### config.mk
export PLATFORM = sky130hd
export DESIGN_NAME = numbers_field_packer_flat
export DESIGN_NICKNAME = d
export VERILOG_FILES = /design/src/rtl/numbers_pkg.sv /design/src/rtl/numbers_field_packer_if.sv /design/src/rtl/numbers_sat_counter.sv /design/src/rtl/numbers_field_packer.sv /design/src/flat_wrapper.sv
export SDC_FILE = /design/constraint.sdc
export NUM_CORES = 1
export LEC_CHECK = 0
export BUFFER_PORTS_ARGS = -buffer_cell sky130_fd_sc_hd__buf_4
export CORE_MARGIN = 1
export CORE_UTILIZATION = 35
export CTS_BUF_LIST = sky130_fd_sc_hd__clkbuf_4
export CTS_CLUSTER_SIZE = 10
export DETAILED_ROUTE_END_ITERATION = 7
export GPL_TIMING_DRIVEN = 1
export PLACE_DENSITY = 0.63
export SYNTH_ARGS = -nofsm -noshare
export SYNTH_HDL_FRONTEND = slang
export SYNTH_HIERARCHICAL = 1
export SYNTH_SLANG_ARGS = --single-unit
### constraint.sdc
create_clock -name clk -period 2.6 [get_ports clk]
set_input_delay 0.52 -clock clk [delete_from_list [all_inputs] [get_ports clk]]
set_output_delay 0.52 -clock clk [all_outputs]
set_load 0.05 [all_outputs]
### src/rtl/numbers_pkg.sv
// Shared definitions for the numbers field packer: symbol/field widths and FSM states.
package numbers_pkg;

  localparam int SYM_W = 2;
  localparam int A_W   = 4;
  localparam int B_W   = 2;

  // One state per expected symbol, plus a hold state while the frame waits for downstream.
  typedef enum logic [1:0] {
    S_A_HI,
    S_A_LO,
    S_B,
    S_HOLD
  } state_t;

endpackage

### src/rtl/numbers_field_packer_if.sv
// Symbol input and frame output handshakes of the numbers field packer.
interface numbers_field_packer_if;
  import numbers_pkg::*;

  logic             sym_valid;
  logic             sym_ready;
  logic [SYM_W-1:0] sym_data;
  logic             sym_sof;

  logic             out_valid;
  logic             out_ready;
  logic [A_W-1:0]   out_a;
  logic [B_W-1:0]   out_b;

  // Producer of symbols and consumer of frames.
  modport master (
    output sym_valid, sym_data, sym_sof, out_ready,
    input  sym_ready, out_valid, out_a, out_b
  );

  // The packer itself.
  modport slave (
    input  sym_valid, sym_data, sym_sof, out_ready,
    output sym_ready, out_valid, out_a, out_b
  );

endinterface

### src/rtl/numbers_sat_counter.sv
// Up-counter that sticks at its all-ones value instead of wrapping.
module numbers_sat_counter #(
  parameter int WIDTH = 8
) (
  input  logic             clk,
  input  logic             rst,
  input  logic             inc,
  input  logic             clear,
  output logic [WIDTH-1:0] count
);

  localparam logic [WIDTH-1:0] ONE = WIDTH'(1);

  // Count increments until saturation; clear takes priority over inc.
  always_ff @(posedge clk or posedge rst) begin
    if (rst) begin
      count <= '0;
    end else if (clear) begin
      count <= '0;
    end else if (inc && (count != '1)) begin
      count <= count + ONE;
    end
  end

endmodule

### src/rtl/numbers_field_packer.sv
// Packs three 2-bit symbols into a 4-bit field a and a 2-bit field b, holding the
// result until downstream accepts it. A start-of-frame inside a partial frame
// restarts the frame and is counted as an abort.
module numbers_field_packer
  import numbers_pkg::*;
#(
  parameter int CNT_W = 8
) (
  input  logic                 clk,
  input  logic                 rst,
  numbers_field_packer_if.slave bus,
  output logic [CNT_W-1:0]     abort_cnt
);

  state_t           state;
  state_t           state_next;
  logic             accept;
  logic             abort_inc;
  logic             load_frame;
  logic [SYM_W-1:0] a_hi;
  logic [SYM_W-1:0] a_lo;
  logic [A_W-1:0]   out_a_q;
  logic [B_W-1:0]   out_b_q;

  assign bus.sym_ready = (state != S_HOLD);
  assign bus.out_valid = (state == S_HOLD);
  assign bus.out_a     = out_a_q;
  assign bus.out_b     = out_b_q;
  assign accept        = bus.sym_valid && bus.sym_ready;

  // State register.
  always_ff @(posedge clk or posedge rst) begin
    if (rst) begin
      state <= S_A_HI;
    end else begin
      state <= state_next;
    end
  end

  // Next state, abort detection and frame-complete strobe.
  always_comb begin
    state_next = state;
    abort_inc  = 1'b0;
    load_frame = 1'b0;
    case (state)
      S_A_HI: begin
        if (accept && bus.sym_sof) begin
          state_next = S_A_LO;
        end
      end
      S_A_LO: begin
        if (accept) begin
          if (bus.sym_sof) begin
            abort_inc = 1'b1;
          end else begin
            state_next = S_B;
          end
        end
      end
      S_B: begin
        if (accept) begin
          if (bus.sym_sof) begin
            abort_inc  = 1'b1;
            state_next = S_A_LO;
          end else begin
            load_frame = 1'b1;
            state_next = S_HOLD;
          end
        end
      end
      S_HOLD: begin
        if (bus.out_ready) begin
          state_next = S_A_HI;
        end
      end
      default: state_next = S_A_HI;
    endcase
  end

  // Symbol capture; any accepted sof symbol starts a new a_hi.
  always_ff @(posedge clk or posedge rst) begin
    if (rst) begin
      a_hi <= '0;
      a_lo <= '0;
    end else begin
      if (accept && bus.sym_sof) begin
        a_hi <= bus.sym_data;
      end
      if (accept && !bus.sym_sof && (state == S_A_LO)) begin
        a_lo <= bus.sym_data;
      end
    end
  end

  // Output fields change only when the frame completes, so they stay stable in hold and after.
  always_ff @(posedge clk or posedge rst) begin
    if (rst) begin
      out_a_q <= '0;
      out_b_q <= '0;
    end else if (load_frame) begin
      out_a_q <= {a_hi, a_lo};
      out_b_q <= bus.sym_data;
    end
  end

  numbers_sat_counter #(
    .WIDTH (CNT_W)
  ) u_abort_counter (
    .clk   (clk),
    .rst   (rst),
    .inc   (abort_inc),
    .clear (1'b0),
    .count (abort_cnt)
  );

endmodule

### src/flat_wrapper.sv
// flat-port wrapper written by rule: the top's interface ports become plain ports
module numbers_field_packer_flat import numbers_pkg::*;
#(
  parameter int CNT_W = 8
)
  (clk, rst, abort_cnt, bus_sym_valid, bus_sym_data, bus_sym_sof, bus_out_ready, bus_sym_ready, bus_out_valid, bus_out_a, bus_out_b);
  numbers_field_packer_if bus_i ();
  input  logic clk;
  input  logic rst;
  output logic [CNT_W-1:0] abort_cnt;
  input wire logic [$bits(bus_i.sym_valid)-1:0] bus_sym_valid;
  input wire logic [$bits(bus_i.sym_data)-1:0] bus_sym_data;
  input wire logic [$bits(bus_i.sym_sof)-1:0] bus_sym_sof;
  input wire logic [$bits(bus_i.out_ready)-1:0] bus_out_ready;
  output wire logic [$bits(bus_i.sym_ready)-1:0] bus_sym_ready;
  output wire logic [$bits(bus_i.out_valid)-1:0] bus_out_valid;
  output wire logic [$bits(bus_i.out_a)-1:0] bus_out_a;
  output wire logic [$bits(bus_i.out_b)-1:0] bus_out_b;
  assign bus_i.sym_valid = bus_sym_valid;
  assign bus_i.sym_data = bus_sym_data;
  assign bus_i.sym_sof = bus_sym_sof;
  assign bus_i.out_ready = bus_out_ready;
  assign bus_sym_ready = bus_i.sym_ready;
  assign bus_out_valid = bus_i.out_valid;
  assign bus_out_a = bus_i.out_a;
  assign bus_out_b = bus_i.out_b;
  numbers_field_packer #(.CNT_W(CNT_W)) u_core (.clk(clk), .rst(rst), .bus(bus_i), .abort_cnt(abort_cnt));
endmodule
==> results of run 1 <==
## cell usage after synthesis (all sizes together)
library cell / count / area, µm²
a211oi: 1 / 12.5
a21boi: 1 / 11.3
a21oi: 5 / 36.3
a221oi: 2 / 23.8
a22oi: 1 / 7.51
a2bb2oi: 1 / 8.76
and2b: 1 / 7.51
and3: 1 / 6.26
and4: 3 / 26.3
buf: 2 / 22.5
clkbuf: 1 / 3.75
conb: 1 / 3.75
dfrtp: 20 / 500
ha: 7 / 87.6
inv: 9 / 33.8
mux2: 14 / 173
mux2i: 2 / 20.0
nand2: 5 / 18.8
nand2b: 2 / 12.5
nand3: 4 / 25.0
nand4: 2 / 12.5
nand4b: 1 / 8.76
nor2: 7 / 26.3
nor2b: 4 / 25.0
nor3: 1 / 5.00
nor3b: 1 / 12.5
o211a: 1 / 10.0
o21bai: 1 / 7.51
o311a: 1 / 10.0
## through the flow
| step | area, µm² | power (mW) | setup WS (ns) | utilization (%) | hold slack (ns) |
|---|---|---|---|---|---|
| 6_report | 1410 | 1.43 | 0.450 | 45.3 | 0.179 |
| 5_1_grt | 1410 | 1.53 | 0.323 | 45.3 | 0.184 |
| 4_1_cts | 1410 | 1.45 | 0.465 | 45.3 | 0.173 |
| 3_5_place_dp | 1350 | 1.20 | 0.462 | 43.6 | 0.488 |
| 3_3_place_gp | 1350 | 1.18 | 0.605 | 43.6 | 0.486 |
| 2_1_floorplan | 1160 | 1.02 | 0.309 | - | 0.336 |
## final timing paths
path,startpoint,to,slack (ns),cells after the start
max,u_core/state[1]$_DFFE_PP0P_,u_core/u_abort_counter/count[5]$_DFFE_PP0P_,0.45,7
min,rst,u_core/u_abort_counter/count[5]$_DFFE_PP0P_,0.18,2
max reg2reg,u_core/state[1]$_DFFE_PP0P_,u_core/u_abort_counter/count[5]$_DFFE_PP0P_,0.45,7
min reg2reg,u_core/a_lo[1]$_DFFE_PP0P_,u_core/a_lo[1]$_DFFE_PP0P_,0.51,1
max in group asynchronous,rst,u_core/state[0]$_DFFE_PP0P_,2.06,2
min in group clk,bus_sym_data[0],u_core/bus.out_b[0]$_DFFE_PP0P_,0.48,2
## cells in the final DEF, fill, tap and decap left out, types with 2 or more instances in the layout
cell type,count
mux2i_1,2
nand4_1,2
a21oi_2,3
inv_1,9
nor2b_1,4
nand2b_1,2
nand2_1,5
nand3_1,3
buf_4,22
a21oi_1,2
nor2_1,7
clkbuf_4,3
dfrtp_1,20
mux2_2,10
and4_1,3
mux2_4,4
ha_1,7
## logic make-up after synthesis
family	Yosys count	synth area share, %
multiplexers	16	16.6
buffers and inverters	12	5.18
flip-flops	20	43.2
AND/OR/NAND/NOR	32	16.1
adder cells (fa/ha/maj)	7	7.56
other	1	0.324
AO/OA/AOI/OAI	14	11.0
## metal layers
| metal | up-vias | part of all wire, % | global-route usage, % |
|---|---|---|---|
| met3 | 0 | 6.2 | 4.80 |
| met5 | - | 0 | 0 |
| li1 | 404 | - | - |
| met4 | 0 | 0 | 0.997 |
| met2 | 25 | 48 | 23.3 |
| met1 | 395 | 46 | 15.9 |
## cell type report
type,instances,area (µm²)
Sequential cell,20,500
Clock inverter,1,30.0
Clock buffer,3,22.5
Timing Repair Buffer,22,165
Fill cell,314,1700
Tap cell,44,55.1
Multi-Input combinational cell,70,598
Inverter,9,33.8
## power by group
part           internal (mW)  total [mW]  switching, mW
Combinational          0.273       0.716          0.443
Sequential             0.408       0.467         0.0597
Clock                  0.156       0.250         0.0940
Total                  0.836        1.43          0.597
## sequential cells by signal (all words and copies together) (netlist names)
register                      count
u_core/state                      2
u_core/bus.out_b                  2
u_core/bus.out_a                  4
u_core/a_hi                       2
u_core/a_lo                       2
u_core/u_abort_counter/count      8
## critical path, delay by kind of cell (launching register included)
kind            cells  cell delay, ns
flops               1            0.45
buf+inv             1            0.11
fa+ha+maj           1            0.20
mux                 1            0.31
compound gates      1            0.29
simple gates        3            0.69
==> run_results.csv, run 1 <==
group,metric,value,unit
logic_synthesis,yosysSeqAreaShare,43.2,%
power_and_ir_drop,power.leakage,0.675,nW
global_route,grt_pass1_wl,3510,µm
drt,wl_per_cell,12.1,µm
die,initial_core_util,37.3,%
worst_setup_path,worst-setup-path-type,"register to register",
clock_tree,cts_resized,0,
timing,maxSlewViolCount,0,
clock_tree,cts_hold_buf,0,
power_and_ir_drop,peakVddDrop,0.385,mV
clock_tree,cts_inserted_buffers,3,
clock_tree,clockBufferDepth,2,
worst_setup_path,cp_slowest_cell,"dfrtp_1",
clock_tree,cts.clk_slew.worst_paths,0.11,ns
drt,vias,824,
worst_setup_path,worstPathCellList,"ha_1 > inv_1 > nand3_2 > nor2_1 > nand4_1 > a211oi_2 > mux2_4",
logic_synthesis,synth_fp_nets,116,
drt,drtIter0Drc,24,
worst_setup_path,cpPeakStageDelay,0.45,ns
clock_tree,clk_latency,0.29,ns
drt,first_pass_iters,4,
worst_setup_path,arrival,2.34,ns
timing,setup_violations,0,
timing,finalCritPeriodShare,82.7,%
final_layout,drive_gt1_share,38.4,%
logic_synthesis,syn-cell-area,1160,µm²
clock_tree,ctsRootBufferMaster,"clkbuf_4",
clock_tree,clkSinkCount,20,
global_route,grt.total_usage,13.1,%
timing,finalClockSkew,0.00149,ns
die,ios,23,
timing,hold_viol_final,0,
logic_synthesis,ys_ff_latch,20,
global_route,grt_pass1_vias,778,
global_route,antenna_found_initial,0,
worst_setup_path,critPathCaptureType,"register",
timing,rsz0062_at_grt,"no",
final_layout,num-nets-final,140,
timing,period_minus_slack,2.15,ns
logic_synthesis,ys_types,33,
drt,vias_per_cell,4.88,
min_path,hp-class,"primary input to asynchronous set/reset pin",
logic_synthesis,yosysWarnings,6,
place,place_inst,165,
power_and_ir_drop,power.density,1020,nW/µm²
final_layout,final_cell_count_no_fill,169,
clock_tree,cts_tree,"built",
die,die_w,59.5,µm
die,dieArea,3540,µm²
worst_setup_path,critPathMaxFanout,6,
logic_synthesis,avgSynthCellArea,11.4,µm²
die,design.core.area,3100,µm²
logic_synthesis,syn_inst,102,
worst_setup_path,critPathLaunchType,"register",
drt,ant_nets,0,
die,die_h,59.5,µm
die,row_count,20,
final_layout,area_delta_synth_final,21.3,%
drt,drc,0,
run,cap_violations,0,
global_route,grt_max_degree,13,
clock_tree,post_cts_buffers,0,
drt,finalWirelength,2050,µm
place,io_buffer_count,22,
global_route,grt_overflow,0,
clock_tree,h-tree-depth,1,
place,gp_congestion,0.824,
worst_setup_path,worst_ep_required_time,2.79,ns
timing,finalSetupTns,0,ns
place,hpwl,1620,µm
final_layout,diodes,0,
outcome,outcome,"complete, no violations",
timing,fmax,465,MHz
Power figures use the tool's default switching activity.
==> inputs of run 2 (changes only) <==
--- a/config.mk
+++ b/config.mk
@@ -12,7 +12,7 @@
 export CTS_CLUSTER_SIZE = 10
 export DETAILED_ROUTE_END_ITERATION = 7
 export GPL_TIMING_DRIVEN = 1
-export PLACE_DENSITY = 0.63
+export PLACE_DENSITY = 0.65
 export SYNTH_ARGS = -nofsm -noshare
 export SYNTH_HDL_FRONTEND = slang
 export SYNTH_HIERARCHICAL = 1
==> constraint.sdc (replaced) <==
create_clock -name clk -period 1.86 [get_ports clk]
set_input_delay 0.372 -clock clk [delete_from_list [all_inputs] [get_ports clk]]
set_output_delay 0.372 -clock clk [all_outputs]
set_load 0.05 [all_outputs]
==> run 2 against run 1 <==
First-iteration DRC count down 38%. Routed wire length up 4.9%. Die area unchanged. Power up 51%. Global-route usage up 0.15 points. Sequential power up 40%. Worst hold slack worse by 0.16 ns. Flip-flop and latch count unchanged. Final cell count up 5.3%. Sequential share of layout area down 2.1 points. Non-clock buffer count up 9.
==> run_results.csv, run 2 (synthesis results as in run 1) <==
group,metric,value,unit
place,gp_congestion,0.838,
place,hpwl,1610,µm
timing,hold_viol_final,0,
global_route,grt_overflow,0,
final_layout,drive_gt1_share,45.5,%
clock_tree,cts_inserted_buffers,3,
power_and_ir_drop,internal-power,1.28,mW
final_layout,largest_reg_flops,8,
drt,wl_per_cell,12.1,µm
place,io_buffer_count,22,
final_layout,top_register,"u_core/u_abort_counter/count",
drt,vias,854,
die,row_count,20,
clock_tree,h-tree-depth,1,
final_layout,mostFrequentLayoutCell,"buf_4",
clock_tree,clockBufferDepth,2,
worst_setup_path,worstPathCellList,"inv_2 > ha_1 > inv_1 > nor2_4 > nand4_1 > a211oi_2 > mux2_4",
final_layout,final_cell_mix,"buf_4 (31), dfrtp_1 (20), mux2_2 (10), inv_1 (7)",
timing,setup_violations,0,
clock_tree,cts_hold_buf,0,
final_layout,num-nets-final,149,
power_and_ir_drop,power.leakage,0.713,nW
power_and_ir_drop,peakVddDrop,0.602,mV
global_route,antenna_found_initial,0,
place,place_inst,167,
global_route,grt.total_usage,13.3,%
die,dieArea,3540,µm²
die,design.core.area,3100,µm²
clock_tree,clkSinkCount,20,
power_and_ir_drop,power.share.clock,16.3,%
power_and_ir_drop,power_switching,0.892,mW
power_and_ir_drop,finalPower,2.17,mW
worst_setup_path,worst_ep_required_time,2.06,ns
timing,finalClockSkew,0.00345,ns
drt,first_pass_iters,4,
global_route,grt_max_degree,13,
global_route,grt_pass1_wl,3550,µm
timing,maxSlewViolCount,0,
worst_setup_path,critPathCaptureType,"register",
drt,ant_nets,0,
run,cap_violations,0,
clock_tree,clk_latency,0.30,ns
min_path,hp-class,"primary input to asynchronous set/reset pin",
die,ios,23,
die,die_h,59.5,µm
final_layout,final-seq-area,500,µm²
worst_setup_path,critPathLaunchType,"register",
worst_setup_path,cp_slowest_cell,"dfrtp_1",
timing,fmax,542,MHz
timing,whs,0.0157,ns
global_route,grt_pass1_vias,809,
worst_setup_path,cpPeakStageDelay,0.45,ns
worst_setup_path,crit_family,"flip-flops",
power_and_ir_drop,p_sw_share,41.1,%
worst_setup_path,critPathMaxFanout,5,
timing,period_minus_slack,1.84,ns
drt,vias_per_cell,4.80,
worst_setup_path,crit_buf_inv,2,
outcome,outcome,"complete, no violations",
power_and_ir_drop,comb_power_share,53.5,%
final_layout,area_delta_synth_final,28.9,%
drt,drc,0,
timing,rsz0062_at_grt,"yes",
drt,drtIter0Drc,15,
die,die_w,59.5,µm
final_layout,n_fill_cell,315,
power_and_ir_drop,seqPwrFrac,30.2,%
clock_tree,cts.clk_slew.worst_paths,0.11,ns
drt,finalWirelength,2150,µm
worst_setup_path,worst-setup-path-type,"register to register",
timing,finalCritPeriodShare,99.1,%
clock_tree,cts_tree,"built",
clock_tree,ctsRootBufferMaster,"clkbuf_4",
final_layout,diodes,0,
final_layout,multi_input_area,616,µm²
worst_setup_path,arrival,2.04,ns
power_and_ir_drop,power.density,1450,nW/µm²
die,initial_core_util,37.3,%
final_layout,final_cell_count_no_fill,178,
final_layout,fin_util,48.1,%
-- run 2: path summary, 6_finish.rpt --
| path | slack [ns] | depth (start not counted) | end | start |
|---|---|---|---|---|
| max in group asynchronous | 1.47 | 2 | u_core/a_hi[1]$_DFFE_PP0P_ | rst |
| min in group clk | 0.31 | 2 | u_core/a_hi[1]$_DFFE_PP0P_ | bus_sym_data[1] |
| worst max register to register | 0.02 | 7 | u_core/u_abort_counter/count[5]$_DFFE_PP0P_ | u_core/state[1]$_DFFE_PP0P_ |
| worst max-delay path | 0.02 | 7 | u_core/u_abort_counter/count[5]$_DFFE_PP0P_ | u_core/state[1]$_DFFE_PP0P_ |
| worst min register to register | 0.52 | 1 | u_core/bus.out_a[3]$_DFFE_PP0P_ | u_core/a_hi[1]$_DFFE_PP0P_ |
| worst min-delay path | 0.02 | 2 | u_core/u_abort_counter/count[4]$_DFFE_PP0P_ | rst |
-- run 2: metal layers --
metal / vias to the layer above / wire [µm] / GRT usage (%)
met4: 0 / 0 / 1.99
met5: - / 0 / 0
met3: 0 / 122 / 4.80
met1: 412 / 992 / 16.1
li1: 421 / - / -
met2: 21 / 1030 / 23.0
-- run 2: final cells by class --
| class | instances | area share, % |
|---|---|---|
| clock buffers | 3 | 1.51 |
| clock inverters | 1 | 2.01 |
| inverters | 9 | 2.51 |
| multi-input cells | 70 | 41.2 |
| flip-flops and latches | 20 | 33.5 |
| well taps | 44 | 3.69 |
| repair buffers | 31 | 15.6 |
-- run 2: stage by stage --
step                setup TNS (ns)  setup slack [ns]  cell area (µm²)
CTS                              0           0.00490             1440
finish                           0            0.0160             1490
floorplan                   -0.121           -0.0868             1180
global placement                 0            0.0939             1390
detailed placement               0            0.0233             1390
global route               -0.0666           -0.0662             1490
-- run 2: power groups by stage --
stage	Sequential [mW]	Clock, mW	Combinational [mW]
6_report	0.655	0.354	1.16
5_1_grt	0.673	0.388	1.25
4_1_cts	0.659	0.367	1.07
3_5_place_dp	0.669	0	1.06
3_3_place_gp	0.659	0	1.05
2_1_floorplan	0.901	0	0.565
-- run 2: timing repair --
action / in CTS / in global routing
buffers inserted: 0 / 7
hold endpoints to repair: 0 / 0
endpoints found under the setup margin: 0 / 2
resized for setup: 0 / 1
-- run 2: worst register-to-register path: stages (launching register included) --
cell and delay (ns):
dfrtp_1 0.45, inv_2 0.06, ha_1 0.27, inv_1 0.06, nor2_4 0.13, nand4_1 0.18, a211oi_2 0.28, mux2_4 0.32
